## config.mk

```make
export PLATFORM = sky130hd
export DESIGN_NAME = usbf_dma_arb
export DESIGN_NICKNAME = d
export VERILOG_FILES = /design/src/rtl/usbf_dma_arb.sv
export SDC_FILE = /design/constraint.sdc
export NUM_CORES = 1
export LEC_CHECK = 0
export BUFFER_PORTS_ARGS = -buffer_cell sky130_fd_sc_hd__buf_4
export CAP_MARGIN = 25
export CELL_PAD_IN_SITES_DETAIL_PLACEMENT = 2
export CELL_PAD_IN_SITES_GLOBAL_PLACEMENT = 2
export CORE_ASPECT_RATIO = 1.2
export CORE_MARGIN = 2
export CORE_UTILIZATION = 31
export DETAILED_ROUTE_END_ITERATION = 7
export PLACE_DENSITY_LB_ADDON = 0.1
export RECOVER_POWER = 100
export SYNTH_ARGS = -nofsm -noshare
export SYNTH_HDL_FRONTEND = slang
export SYNTH_SLANG_ARGS = --single-unit
```

## constraint.sdc

```tcl
create_clock -name clk -period 2.49 [get_ports clk]
set_input_delay 0 -clock clk [delete_from_list [all_inputs] [get_ports clk]]
set_output_delay 0 -clock clk [all_outputs]
set_load 0.005 [all_outputs]
```

## src/rtl/usbf_dma_arb.sv

```systemverilog
// Round-robin arbiter sharing one external DMA channel among NUM_EP endpoint files.
// Optional macro USBF_DMA_ARB_EP0_PRIO_EN gives endpoint 0 absolute priority in IDLE.
module usbf_dma_arb #(
    parameter int unsigned NUM_EP    = 4,
    parameter int unsigned BURST_MAX = 8
) (
    input  logic              clk,
    input  logic              rst,
    input  logic              arb_en,
    input  logic [NUM_EP-1:0] ep_dma_req,
    output logic [NUM_EP-1:0] ep_dma_ack,
    output logic              dma_req,
    input  logic              dma_ack,
    output logic [3:0]        dma_ch,
    output logic              busy
);

    localparam int unsigned CNT_W = (BURST_MAX == 0) ? 1 : $clog2(BURST_MAX + 1);
    localparam logic [CNT_W-1:0] CNT_LAST = (BURST_MAX == 0) ? '0 : CNT_W'(BURST_MAX - 1);

    localparam logic [1:0] IDLE    = 2'd0;
    localparam logic [1:0] GRANT   = 2'd1;
    localparam logic [1:0] XFER    = 2'd2;
    localparam logic [1:0] RELEASE = 2'd3;

    logic [1:0]       state_q, state_d;
    logic [3:0]       ch_q, ch_d;
    logic [3:0]       last_q, last_d;
    logic [CNT_W-1:0] cnt_q, cnt_d;
    logic             prio_q, prio_d;

    logic             rr_hit;
    logic [3:0]       rr_idx;
    logic [4:0]       scan_idx;
    logic             req_sel;
    logic [NUM_EP-1:0] ack_vec;
    logic             burst_done;

    // Scan from last+1 upward with wrap; first active requester wins.
    always_comb begin
        rr_hit   = 1'b0;
        rr_idx   = '0;
        scan_idx = '0;
        for (int unsigned i = 1; i <= NUM_EP; i++) begin
            scan_idx = {1'b0, last_q} + 5'(i);
            if (scan_idx >= 5'(NUM_EP)) begin
                scan_idx = scan_idx - 5'(NUM_EP);
            end
            for (int unsigned j = 0; j < NUM_EP; j++) begin
                if (!rr_hit && scan_idx == 5'(j) && ep_dma_req[j]) begin
                    rr_hit = 1'b1;
                    rr_idx = 4'(j);
                end
            end
        end
    end

    // Request of the granted endpoint, and ack routing only while transferring.
    always_comb begin
        req_sel = 1'b0;
        ack_vec = '0;
        for (int unsigned j = 0; j < NUM_EP; j++) begin
            if (ch_q == 4'(j)) begin
                req_sel    = ep_dma_req[j];
                ack_vec[j] = dma_ack && (state_q == XFER);
            end
        end
    end

    assign burst_done = (BURST_MAX != 0) && dma_ack && (cnt_q == CNT_LAST);

    always_comb begin
        state_d = state_q;
        ch_d    = ch_q;
        last_d  = last_q;
        cnt_d   = cnt_q;
        prio_d  = prio_q;
        case (state_q)
            IDLE: begin
                if (arb_en && |ep_dma_req) begin
`ifdef USBF_DMA_ARB_EP0_PRIO_EN
                    if (ep_dma_req[0]) begin
                        ch_d   = '0;
                        prio_d = 1'b1;
                    end else begin
                        ch_d   = rr_idx;
                        prio_d = 1'b0;
                    end
`else
                    ch_d   = rr_idx;
                    prio_d = 1'b0;
`endif
                    cnt_d   = '0;
                    state_d = GRANT;
                end
            end
            GRANT: begin
                state_d = XFER;
            end
            XFER: begin
                if (dma_ack) begin
                    cnt_d = cnt_q + CNT_W'(1);
                end
                if (!req_sel || !arb_en || burst_done) begin
                    state_d = RELEASE;
                end
            end
            RELEASE: begin
                // A priority grant leaves the rotation pointer untouched.
                if (!prio_q) begin
                    last_d = ch_q;
                end
                state_d = IDLE;
            end
            default: begin
                state_d = IDLE;
            end
        endcase
    end

    always_ff @(posedge clk or negedge rst) begin
        if (!rst) begin
            state_q <= IDLE;
            ch_q    <= '0;
            last_q  <= 4'(NUM_EP - 1);
            cnt_q   <= '0;
            prio_q  <= 1'b0;
        end else begin
            state_q <= state_d;
            ch_q    <= ch_d;
            last_q  <= last_d;
            cnt_q   <= cnt_d;
            prio_q  <= prio_d;
        end
    end

    assign dma_req    = (state_q == XFER);
    assign busy       = (state_q != IDLE);
    assign dma_ch     = ch_q;
    assign ep_dma_ack = ack_vec;

endmodule

```

======== Word level (Yosys, flattened, before mapping) ========
Cells that the tools add are included.
storage, ports and cells
  flip-flop bits (word level) ............. 14
  input bits .............................. 8
operators by class
  $add $sub $neg .......................... 9
  $lt $le $gt $ge ......................... 4
  equal/unequal tests ..................... 22
  muxes and demuxes ....................... 48
  reductions and logical operators ........ 65
operator list
  operator                                                                             number
  4-bit 2-to-1 mux                                                                     16
  5-bit by 2-bit equality test with 1-bit output, second input constant                8
  1-bit logical AND                                                                    34
  1-bit 2-to-1 mux                                                                     24
  5-bit by 1-bit equality test with 1-bit output, second input constant                4
  5-bit by 3-bit greater-or-equal comparator with 1-bit output, second input constant  4
  5-bit logical NOT                                                                    4
  5-bit 2-to-1 mux                                                                     4
  5-bit by 3-bit subtractor with 5-bit output, second input constant                   4
  1-bit logical NOT                                                                    17
  4-bit by 2-bit adder with 5-bit output, second input constant                        2
  4-bit by 2-bit equality test with 1-bit output, second input constant                2
  2-bit one-hot mux with 4 select lines                                                1
  4-bit one-hot mux with 2 select lines                                                1
  4-bit by 1-bit adder with 5-bit output, second input constant                        1
  4-bit by 3-bit adder with 5-bit output, second input constant                        1
  4-bit by 1-bit adder with 4-bit output, second input constant                        1
  2-bit equality test, second input constant                                           2
  4-bit by 1-bit equality test with 1-bit output, second input constant                1
  4-bit by 3-bit equality test with 1-bit output, second input constant                1
  4-bit logical NOT                                                                    1
  2-bit 2-to-1 mux                                                                     2
  2-bit by 1-bit != test with 1-bit output, second input constant                      2
  2-bit AND reduction                                                                  2
  7 further kinds                                                                      9

======== Logic depth before layout (Yosys ltp) ========
  word-level depth ........................ 66
  gate-level depth with buffers ........... 7

======== Worst setup path before layout ========
No wires, ideal clock.
  path kind ............................... reg2reg
  from .................................... register state_q[0]
  to ...................................... register cnt_q[0]
  library setup time ...................... 0.121 ns
  data arrival time ....................... 1.448 ns
  required time ........................... 2.369 ns
  setup slack ............................. 0.921 ns
  cell stages (with the launch flop) ...... 7
  buffers on the path ..................... 1
  period minus slack after synthesis ...... 1.569 ns
  cells stage by stage .................... dfrtp_1 > inv_1 > ha_1 > clkbuf_2 > mux2i_1 > or2b_2 > a22o_1
on the way
  longest elaborated chain between the ends .. 3
ends and longest elaborated chain
  item                                                                                                    RTL line  RTL
  start: declaration                                                                                      26        logic [1:0] state_q, state_d;
  start signal: assignment                                                                                129       state_q <= state_d;
  2-bit equality test (*)                                                                                 n/a
  via dma_req                                                                                             12        output logic dma_req,
  2-bit by 1-bit != test with 1-bit output (no source line) / 2-bit nonzero test (equally long branches)  n/a
  3-bit AND reduction (no source line)                                                                    n/a
  end signal: assignment                                                                                  132       cnt_q <= cnt_d;
  end: declaration                                                                                        29        logic [CNT_W-1:0] cnt_q, cnt_d;
The timed path passes the listed nets; every way through them passes the cells marked *.
A chain may end at the register's enable or synchronous reset.

======== Worst setup path after layout ========
  from .................................... register state_q[0]
  to ...................................... register state_q[1]
on the way
  longest elaborated chain between the ends .. 3
ends and longest elaborated chain
  item                                                                                               RTL line  RTL
  2-bit equality test / 2-bit logical NOT (equally long branches)                                    78        case (state_q)
  2-bit by 1-bit != test with 1-bit output (no source line) / 2-bit != test (equally long branches)  n/a
  2-bit AND reduction (no source line)                                                               n/a
Parallel ways exist; a longest one is shown, timed or not.

==> metrics list <==
* Result of the run: completed
- After synthesis the cells add up to 724.4 µm².
* Type of the worst min-delay path: in -> reg
- The core region is 2258 µm².
- Relative to the synthesized area, the layout overhead comes to 20.55%.
- Number of diodes added for antenna fixing: 0
- Along the worst path, the maximum fanout reaches 8.
- Buffer type at the clock tree root: clkbuf_4
* Power after layout: roughly 0.95 mW
- Maximum clock frequency: 571.3 MHz
- Once the clock tree was built, the setup fixing pass inserted 0 buffers.
- Worst setup path class: reg -> reg
- Global-route wire length before repair: a little over 3000 µm
* Transition time at the pin with the least slew margin: around 0.62 ns
- IR analysis of the VDD net gives a maximum drop of around 0.44 mV.
- In this run the number of H-tree levels came out at 1.
* Initial antenna violation count: 0
- Setup violations remaining at the end of the flow were counted as 0.
- The analysis attributes to cell leakage a power of about 0.38 nW.
- Clock-pin slew was measured on the worst setup and hold paths at 0.07 ns.
* Drt drc: 0
* Number of CTS-inserted buffers: 3
- Ports placed on the boundary: 18
- Final slew viol count: 0
- Hold Path Stages: 3
- Horiz. Die Dim: 48.13 µm
* Setup crit end kind: flip-flop
- Sequential share of the synthesized area: a little over a third
* Share of synthesized flip-flops with an asynchronous set or reset: 100.0%
- The floorplan step defined a die boundary enclosing between 2000 and 3000 µm².
* Final #Nets: between 100 and 150
* Vertical extent of the die: approximately 57 µm
- In this run, synthesis inferred 0 flip-flops with an integrated enable.
- Summed over all failing endpoints, the final setup total negative slack is 0 ns.
- #FFs+latches synth: 10
* Worst-case register-to-register setup slack: approximately 0.74 ns
- After the first detailed-routing iteration, the DRC count stood at 0.
* Unrepaired setup endpoints after global routing: no
* Number of maximum-capacitance constraint violations: 0
- Global routing used about 16% of the available tracks.
- Counting cells, the worst reg-to-reg path comes to 5.
- In this run the power density over the cells is ~1100 nW/µm².
- Routability cong.: between 0.6 and 0.7
* Minimum period implied by the final worst setup slack: 1.750 ns
* Commonest non-fill, non-tap cells in the layout: dfrtp_1, buf_4, clkbuf_4
* Share of the cycle needed by the critical path after routing: between 70 and 80%
* Count of unique library cells instantiated by Yosys: 34
- The via count of the first global-routing pass came to 655.
- Drt pass-1 iters: 1
- Mean area per synthesized cell: between 9 and 10 µm²
- Once detailed placement completed, the half-perimeter wirelength came to about 1500 µm.
* Routed via count divided by cell count: approximately 5.0
- For this run, the leading register cell type out of synthesis is dfrtp_1.
* Share of post-route cells with drive strength above 1: between 20% and 30%
- # clock sinks: 10
* Final wirelength: about 1900 µm
* Number of core rows: 19
- Hold Path End: dma_ch[0]
- Once the floorplan was initialized, standard cells occupied roughly 32% of the core.
* Worst rel slew slack: slightly below 60%
* Leftover overflow at the end of global routing: 0
* Clock skew after layout: approximately 0.011 ns
- The endpoint identified for the worst register-to-register timing path is state_q[1].
- Warnings from Yosys: 0
- The count of nets left with antenna violations once routing finished came out at 0.
* TritonCTS clock tree: yes
- Per-cell routed wire length: between 15 and 20 µm
- Number of buffers inserted by port buffering: 15
- The worst hold path begins at ep_dma_req[1].
- Number of buffers on the longest clock path: 2
* Largest net degree at the start of global routing: 11
- WP data required: 2.65 ns
- Kind of start point of the critical path: flip-flop
* Crit Reg-Reg Startpoint: state_q[0]
- Number of hold violations in the final report: 0
* Post-synthesis instance total: between 70 and 80
* Vias after detailed routing: approximately 600
* Arrival time at the worst endpoint: around 1.9 ns
- At the later pin of the worst-skew pair, clock insertion delay measures approximately 0.28 ns.
==> sequential cells by signal (all words and copies together), names as in the netlist <==
| name | flops |
|---|---|
| state_q | 2 |
| last_q | 2 |
| dma_ch | 2 |
| cnt_q | 4 |
==> layer usage <==
layer	wire length [µm]	GRT usage, %	vias to the layer above
met4	53	9.266	0
met2	947	25.90	14
met5	0	0	-
met1	822	20.08	295
met3	61	2.848	5
li1	-	-	302
==> cell type report <==
cell class	count	area [µm²]
multi-input cells	57	421.7
inverters	6	22.52
fillers	271	1385
well taps	31	38.79
repair buffers	16	111.4
flip-flops and latches	10	252.7
clock buffers	4	26.28
==> how the worst max path moves through the flow <==
stage / start / end / slack, ns / cells after the start
floorplan: state_q[0] / cnt_q[0] / 0.92 / 6
global placement: state_q[0] / cnt_q[0] / 0.76 / 5
finish: state_q[0] / state_q[1] / 0.74 / 5
detailed placement: state_q[0] / cnt_q[0] / 0.74 / 5
CTS: state_q[0] / cnt_q[0] / 0.73 / 5
global route: state_q[0] / state_q[1] / 0.56 / 5
==> repair_timing <==
action,4_1_cts,5_1_grt
hold buffers,1,0
gates resized for setup,0,0
endpoints found under the hold margin,10,0
==> worst max-delay path, cell delays in order, from the launching register on <==
cell,delay [ns]
dfrtp_1,0.39
inv_1,0.12
ha_1,0.36
nand4_1,0.13
o21ai_0,0.31
mux2_4,0.33
==> report_power, final <==
group          leakage (nW)  switching [mW]  internal, mW
clock network        0.0150          0.0631        0.0622
registers             0.121           0.101         0.250
logic                 0.243           0.234         0.244
==> per-stage QoR <==
stage          utilization (%)  cell area, µm²  hold WS [ns]  worst slack [ns]  cells
2_1_floorplan                -           728.2       -0.2956            0.9213     77
3_3_place_gp             37.73           852.1       -0.1558            0.7604    119
3_5_place_dp             37.73           852.1       -0.1532            0.7366    119
4_1_cts                  39.34           888.4      0.008200            0.7309    124
5_1_grt                  38.67           873.3      0.009083            0.5643    124
6_report                 38.67           873.3      0.005942            0.7397    124
==> cells by family after synthesis <==
group / share of synthesized area (%)
simple gates: 19.69
compound gates: 19.00
flops: 34.89
buf+inv: 6.907
fa+ha+maj: 8.636
mux: 7.944
xor+xnor: 2.418
other cells: 0.5176
==> cells in the mapped netlist, types with 2 or more instances <==
master,number,share of area (%)
a211oi_1,3,3.1
a21oi_1,5,3.5
buf_4,3,3.1
dfrtp_1,8,28
dfstp_2,2,7.3
ha_1,5,8.6
inv_1,6,3.1
mux2_2,2,3.1
mux2i_1,2,2.8
nand2_1,4,2.1
nor2_1,6,3.1
nor2b_1,2,1.7
nor3_1,2,1.4
nor3b_1,2,2.1
o21ai_0,4,2.8
xnor2_1,2,2.4
Power figures use the tool's default switching activity.
